<file path="config.mk">
export PLATFORM = sky130hd
export DESIGN_NAME = sap_u_control_sequencer
export DESIGN_NICKNAME = d
export VERILOG_FILES = /design/src/rtl/sap_u_control_sequencer.sv
export SDC_FILE = /design/constraint.sdc
export NUM_CORES = 1
export LEC_CHECK = 0
export BUFFER_PORTS_ARGS = -buffer_cell sky130_fd_sc_hd__buf_2
export CAP_MARGIN = 30
export CORE_UTILIZATION = 30
export CTS_CLUSTER_SIZE = 40
export DETAILED_ROUTE_END_ITERATION = 7
export HOLD_SLACK_MARGIN = 0.06
export PLACE_DENSITY = 0.54
export SLEW_MARGIN = 20
export SYNTH_ARGS = -nofsm -noshare
export SYNTH_HDL_FRONTEND = slang
export SYNTH_SLANG_ARGS = --single-unit
</file>
<file path="constraint.sdc">
create_clock -name clk -period 1.4 [get_ports clk]
set_input_delay 0.28 -clock clk [delete_from_list [all_inputs] [get_ports clk]]
set_output_delay 0.28 -clock clk [all_outputs]
set_load 0.02 [all_outputs]
</file>
<file path="src/rtl/sap_u_control_sequencer.sv">
// SAP-U microcode sequencer: T-state stepping, opcode decode to bus control word, ALU flags.

package sap_u_control_sequencer_pkg;

    // Control word in active-high form; output polarity is applied at the ports.
    typedef struct packed {
        logic pc_out;
        logic pc_count;
        logic pc_jump;
        logic mar_load;
        logic ram_out;
        logic ram_write;
        logic ir_load;
        logic ir_out;
        logic a_load;
        logic a_out;
        logic b_load;
        logic alu_out;
        logic alu_sub;
        logic out_load;
        logic flag_load;
    } ctrl_word_t;

    // T0..T4 encode their own step number so t_state can reuse them directly.
    typedef enum logic [2:0] {
        S_T0   = 3'd0,
        S_T1   = 3'd1,
        S_T2   = 3'd2,
        S_T3   = 3'd3,
        S_T4   = 3'd4,
        S_HALT = 3'd5,
        S_IDLE = 3'd7
    } state_t;

endpackage

module sap_u_control_sequencer
    import sap_u_control_sequencer_pkg::*;
#(
    parameter bit          EARLY_END = 1'b1,
    parameter int unsigned OPC_W     = 4
) (
    input  logic             clk,
    input  logic             reset,
    input  logic             ram_prog_mode,
    input  logic [OPC_W-1:0] ir_opcode,
    input  logic             alu_carry,
    input  logic             alu_zero,
    output logic             pc_bus_enable_n,
    output logic             pc_count,
    output logic             pc_jump,
    output logic             ram_load_mar_reg,
    output logic             ram_output_enable,
    output logic             ram_control_signal,
    output logic             ir_load_n,
    output logic             ir_bus_enable_n,
    output logic             reg_a_load_n,
    output logic             reg_a_bus_enable_n,
    output logic             reg_b_load_n,
    output logic             alu_enable,
    output logic             alu_subtract,
    output logic             out_load,
    output logic             halted,
    output logic [2:0]       t_state
);

    localparam int unsigned TS_W = 3;
    localparam logic [TS_W-1:0] TS_IDLE = TS_W'(7);

    localparam logic [OPC_W-1:0] OP_LDA = OPC_W'(1);
    localparam logic [OPC_W-1:0] OP_ADD = OPC_W'(2);
    localparam logic [OPC_W-1:0] OP_SUB = OPC_W'(3);
    localparam logic [OPC_W-1:0] OP_STA = OPC_W'(4);
    localparam logic [OPC_W-1:0] OP_LDI = OPC_W'(5);
    localparam logic [OPC_W-1:0] OP_JMP = OPC_W'(6);
    localparam logic [OPC_W-1:0] OP_JC  = OPC_W'(7);
    localparam logic [OPC_W-1:0] OP_JZ  = OPC_W'(8);
    localparam logic [OPC_W-1:0] OP_OUT = OPC_W'(14);
    localparam logic [OPC_W-1:0] OP_HLT = OPC_W'(15);

    state_t     state;
    state_t     state_next;
    ctrl_word_t step_word;
    ctrl_word_t word;
    logic       last_step;
    logic       go_halt;
    logic       carry_flag;
    logic       zero_flag;

    // Step number shown on the LEDs; IDLE and HALT both read as 7.
    function automatic logic [TS_W-1:0] tstate_of(input state_t s);
        logic [TS_W-1:0] ts;
        ts = TS_IDLE;
        if (s == S_T0 || s == S_T1 || s == S_T2 || s == S_T3 || s == S_T4) begin
            ts = TS_W'(s);
        end
        return ts;
    endfunction

    // Decode state + opcode into the step's control word and choose the next step.
    always_comb begin
        step_word  = '0;
        last_step  = 1'b0;
        go_halt    = 1'b0;
        state_next = state;

        unique case (state)
            S_T0: begin
                step_word.pc_out   = 1'b1;
                step_word.mar_load = 1'b1;
            end
            S_T1: begin
                step_word.ram_out  = 1'b1;
                step_word.ir_load  = 1'b1;
                step_word.pc_count = 1'b1;
                case (ir_opcode)
                    OP_LDA, OP_ADD, OP_SUB, OP_STA, OP_LDI, OP_JMP,
                    OP_JC, OP_JZ, OP_OUT, OP_HLT: last_step = 1'b0;
                    default:                      last_step = 1'b1;
                endcase
            end
            S_T2: begin
                case (ir_opcode)
                    OP_LDA, OP_ADD, OP_SUB, OP_STA: begin
                        step_word.ir_out   = 1'b1;
                        step_word.mar_load = 1'b1;
                    end
                    OP_LDI: begin
                        step_word.ir_out = 1'b1;
                        step_word.a_load = 1'b1;
                        last_step        = 1'b1;
                    end
                    OP_JMP: begin
                        step_word.ir_out  = 1'b1;
                        step_word.pc_jump = 1'b1;
                        last_step         = 1'b1;
                    end
                    OP_JC: begin
                        step_word.ir_out  = 1'b1;
                        step_word.pc_jump = carry_flag;
                        last_step         = 1'b1;
                    end
                    OP_JZ: begin
                        step_word.ir_out  = 1'b1;
                        step_word.pc_jump = zero_flag;
                        last_step         = 1'b1;
                    end
                    OP_OUT: begin
                        step_word.a_out    = 1'b1;
                        step_word.out_load = 1'b1;
                        last_step          = 1'b1;
                    end
                    OP_HLT:  go_halt = 1'b1;
                    default: last_step = 1'b1;
                endcase
            end
            S_T3: begin
                case (ir_opcode)
                    OP_LDA: begin
                        step_word.ram_out = 1'b1;
                        step_word.a_load  = 1'b1;
                        last_step         = 1'b1;
                    end
                    OP_ADD, OP_SUB: begin
                        step_word.ram_out = 1'b1;
                        step_word.b_load  = 1'b1;
                    end
                    OP_STA: begin
                        step_word.a_out     = 1'b1;
                        step_word.ram_write = 1'b1;
                        last_step           = 1'b1;
                    end
                    default: last_step = 1'b1;
                endcase
            end
            S_T4: begin
                last_step = 1'b1;
                if (ir_opcode == OP_ADD || ir_opcode == OP_SUB) begin
                    step_word.alu_out   = 1'b1;
                    step_word.a_load    = 1'b1;
                    step_word.flag_load = 1'b1;
                    step_word.alu_sub   = (ir_opcode == OP_SUB);
                end
            end
            default: step_word = '0;
        endcase

        // Programming mode freezes the step; nothing advances until it is released.
        if (!ram_prog_mode) begin
            unique case (state)
                S_IDLE:  state_next = S_T0;
                S_T0:    state_next = S_T1;
                S_T1:    state_next = (EARLY_END && last_step) ? S_T0 : S_T2;
                S_T2:    state_next = go_halt ? S_HALT
                                    : ((EARLY_END && last_step) ? S_T0 : S_T3);
                S_T3:    state_next = (EARLY_END && last_step) ? S_T0 : S_T4;
                S_T4:    state_next = S_T0;
                S_HALT:  state_next = S_HALT;
                default: state_next = S_IDLE;
            endcase
        end

        word = ram_prog_mode ? ctrl_word_t'('0) : step_word;
    end

    // At most one bus driver may be enabled in any step.
    always_comb begin
        assert ($onehot0({word.pc_out, word.ram_out, word.ir_out, word.a_out, word.alu_out}));
    end

    // State steps on the falling edge so the word is settled for the datapath rising edge.
    always_ff @(negedge clk or negedge reset) begin
        if (!reset) begin
            state   <= S_IDLE;
            t_state <= TS_IDLE;
            halted  <= 1'b0;
        end else begin
            state   <= state_next;
            t_state <= tstate_of(state_next);
            halted  <= (state_next == S_HALT);
        end
    end

    // Flags capture the ALU result on the rising edge that ends an ADD/SUB T4.
    always_ff @(posedge clk or negedge reset) begin
        if (!reset) begin
            carry_flag <= 1'b0;
            zero_flag  <= 1'b0;
        end else if (word.flag_load) begin
            carry_flag <= alu_carry;
            zero_flag  <= alu_zero;
        end
    end

    // Port polarity: bus enables and loads on the shared bus are active-low.
    assign pc_bus_enable_n    = ~word.pc_out;
    assign pc_count           =  word.pc_count;
    assign pc_jump            =  word.pc_jump;
    assign ram_load_mar_reg   = ~word.mar_load;
    assign ram_output_enable  = ~word.ram_out;
    assign ram_control_signal =  word.ram_write;
    assign ir_load_n          = ~word.ir_load;
    assign ir_bus_enable_n    = ~word.ir_out;
    assign reg_a_load_n       = ~word.a_load;
    assign reg_a_bus_enable_n = ~word.a_out;
    assign reg_b_load_n       = ~word.b_load;
    assign alu_enable         =  word.alu_out;
    assign alu_subtract       =  word.alu_sub;
    assign out_load           =  word.out_load;

endmodule

</file>
==> results.yml <==
place:
  gp_congestion: 0.817
  dpl.hpwl_um: 1880
  post-place-cells: 173
  port_buffers: 26
cts:
  path_clk_slew_ns: 0.06
  cts_max_path_buffers: 2
  cts_buffers: 3
  cts_root_buf: "clkbuf_4"
  clk-insertion-delay-late_ns: 0.33
  cts_tree: "done"
  htree_levels: 1
  cts.sinks: 9
grt:
  grt_use_met1: 0.241
  met2_usage: 0.366
  top_usage_layer: "met2"
  grt_first_pass_wirelength_um: 4400
  grt_use_total: 0.215
  grt_overflow: 0
  grt_pass1_vias: 979
  antenna_found_initial: 0
  grt_use_met3: 0.0678
  grt_max_degree: 10
die:
  die_w_um: 53.9
  start_util: 0.320
  io_pins: 27
  die_area_um2: 2910
  die_y_um: 53.9
  core_um2: 2520
  rows: 18
finish:
  nets: 179
  syn_to_final_growth_pct: 117
  final_cells: 199
  drive_above_1_share: 0.740
  final_common_cell: "buf_4"
  diodes: 0
  mostFrequentLayoutCells: "buf_4, buf_6, nor2_1, inv_1, dfstp_2"
power:
  ir_drop_mv: 0.972
  pwr_density_cell_nw_per_um2: 1220
  p_leak_nw: 0.821
logic_synthesis:
  syn_area_um2: 808
  synth_edf_count: 0
  postSynthCellCount: 92
  synthDistinctLibCells: 45
  yosysWarnings: 0
  synth_nets: 101
  avgSynthCellArea_um2: 8.79
  ys_ff_latch: 9
  synthFlopType: "dfstp_2"
  yosysSeqAreaShare: 0.288
  async_flop_share: 1.00
worst_setup_path:
  cp_max_fo: 3
  r2r_slack_ns: -0.97
  worst_setup_path_end_kind: "output pin"
  critical_path.startpoint_type: "flip-flop"
  required_ns: 1.12
  worstSetupPathType: "flip-flop to output pin"
  r2r_cells: 5
  r2r_end: "zero_flag$_DFFE_PN0P_"
  cp.arrival_ns: 2.51
  rr_startpoint: "state[1]$_DFF_NN1_"
routing:
  wl_um: 3100
  drc: 0
  vias_per_cell: 5.13
  antenna_left: 0
  via_count: 1021
  drtIter0Drc: 11
  drt_pass1_iterations: 4
  wl_per_cell_um: 15.6
sta:
  setup_viol: 27
  fin_hold_ws_ns: 0.247
  relSlewSlack: 0.810
  skew_ns: 0.0696
  hold_viol_final: 0
  worst_pin_slew_ns: 0.284
  layout_setup_ws_ns: -1.39
  rsz0062_at_grt: "yes"
  drv_slew: 0
worst_hold_path:
  min_from: "alu_carry"
  min_path_cells: 2
  holdPathEnd: "carry_flag$_DFFE_PN0P_"
  hp-class: "primary input to flip-flop"
run_status:
  failed_checks: "negative setup slack"
  outcome: "finished, violations left"
flow_run:
  maxCapViolCount: 0
[state kept, by name, indices dropped and copies added (netlist names)]
register and count:
state 3, carry_flag 1, halted 1, t_state 3, zero_flag 1
[cells in the mapped netlist (2+ instances only)]
| cell | count | area [µm²] |
|---|---|---|
| nand2b_1 | 5 | 31.3 |
| and2b_1 | 2 | 15.0 |
| and2_1 | 2 | 12.5 |
| nor2_1 | 6 | 22.5 |
| nand2_1 | 6 | 22.5 |
| o21ai_1 | 2 | 10.0 |
| o21ai_0 | 4 | 20.0 |
| inv_1 | 4 | 15.0 |
| a21oi_1 | 4 | 20.0 |
| dfstp_2 | 6 | 158 |
| buf_6 | 4 | 45.0 |
| nand3_1 | 2 | 10.0 |
| buf_2 | 2 | 10.0 |
| a31oi_1 | 2 | 12.5 |
| mux2_2 | 3 | 33.8 |
| nor3_1 | 6 | 30.0 |
| nor2b_1 | 2 | 12.5 |
| dfrtp_1 | 2 | 50.1 |
| buf_4 | 2 | 15.0 |
[per-stage QoR]
step           TNS, ns  utilization  total power [mW]  worst slack [ns]  cell area, µm²
2_1_floorplan   -14.21            -             0.948            -0.910             851
3_3_place_gp    -18.74        0.487              1.28            -0.998            1230
3_5_place_dp    -18.91        0.487              1.29             -1.01            1230
4_1_cts         -22.20        0.648              1.89             -1.35            1630
5_1_grt         -23.48        0.696              2.26             -1.47            1760
6_report        -22.23        0.696              2.13             -1.39            1760
[layout make-up]
cell class / instances / area [µm²]
Tap cell: 30 / 37.5
Timing Repair Buffer: 76 / 731
Fill cell: 179 / 767
Inverter: 3 / 13.8
Multi-Input combinational cell: 71 / 682
Clock buffer: 4 / 36.3
Sequential cell: 9 / 233
Clock inverter: 6 / 22.5
[what timing repair did]
| action | 4_1_cts | 5_1_grt |
|---|---|---|
| gates resized for setup | 71 | 26 |
| hold endpoints to repair | 2 | 0 |
| pin swaps | 16 | 15 |
| hold buffers | 1 | 0 |
| setup endpoints to repair | 27 | 27 |
| setup buffers | 16 | 9 |
[where the power goes]
group,internal (mW),switching (mW)
Sequential,0.367,0.0808
Clock,0.181,0.139
Combinational,0.763,0.604
[how the worst max path moves through the flow]
stage                  endpoint                from  slack (ns)
5_1_grt        ram_load_mar_reg  state[1]$_DFF_NN1_       -1.47
4_1_cts        ram_load_mar_reg  state[1]$_DFF_NN1_       -1.35
3_3_place_gp   ram_load_mar_reg  state[1]$_DFF_NN1_        -1.0
6_report       ram_load_mar_reg  state[1]$_DFF_NN1_       -1.39
2_1_floorplan  ram_load_mar_reg  state[1]$_DFF_NN1_       -0.91
3_5_place_dp           out_load  state[1]$_DFF_NN1_       -1.01
[layer usage]
layer  up-vias  wire, µm
met4         0        73
li1        493         -
met2        27      1570
met5         -         0
met1       493      1340
met3         8       103
[kinds of logic after synthesis]
family,count (synthesis),synth area share
AO/OA/AOI/OAI,23,0.214
flip-flops,9,0.288
AND/OR/NAND/NOR,44,0.341
multiplexers,3,0.0418
XOR/XNOR,1,0.0108
buffers and inverters,12,0.105
[worst max-delay path, stage by stage, from the launching register on]
cell and delay (ns):
dfstp_2 0.57, nand2b_1 0.09, or3_4 0.35, o41a_1 0.33
buf_6 0.14
Power figures use the tool's default switching activity.
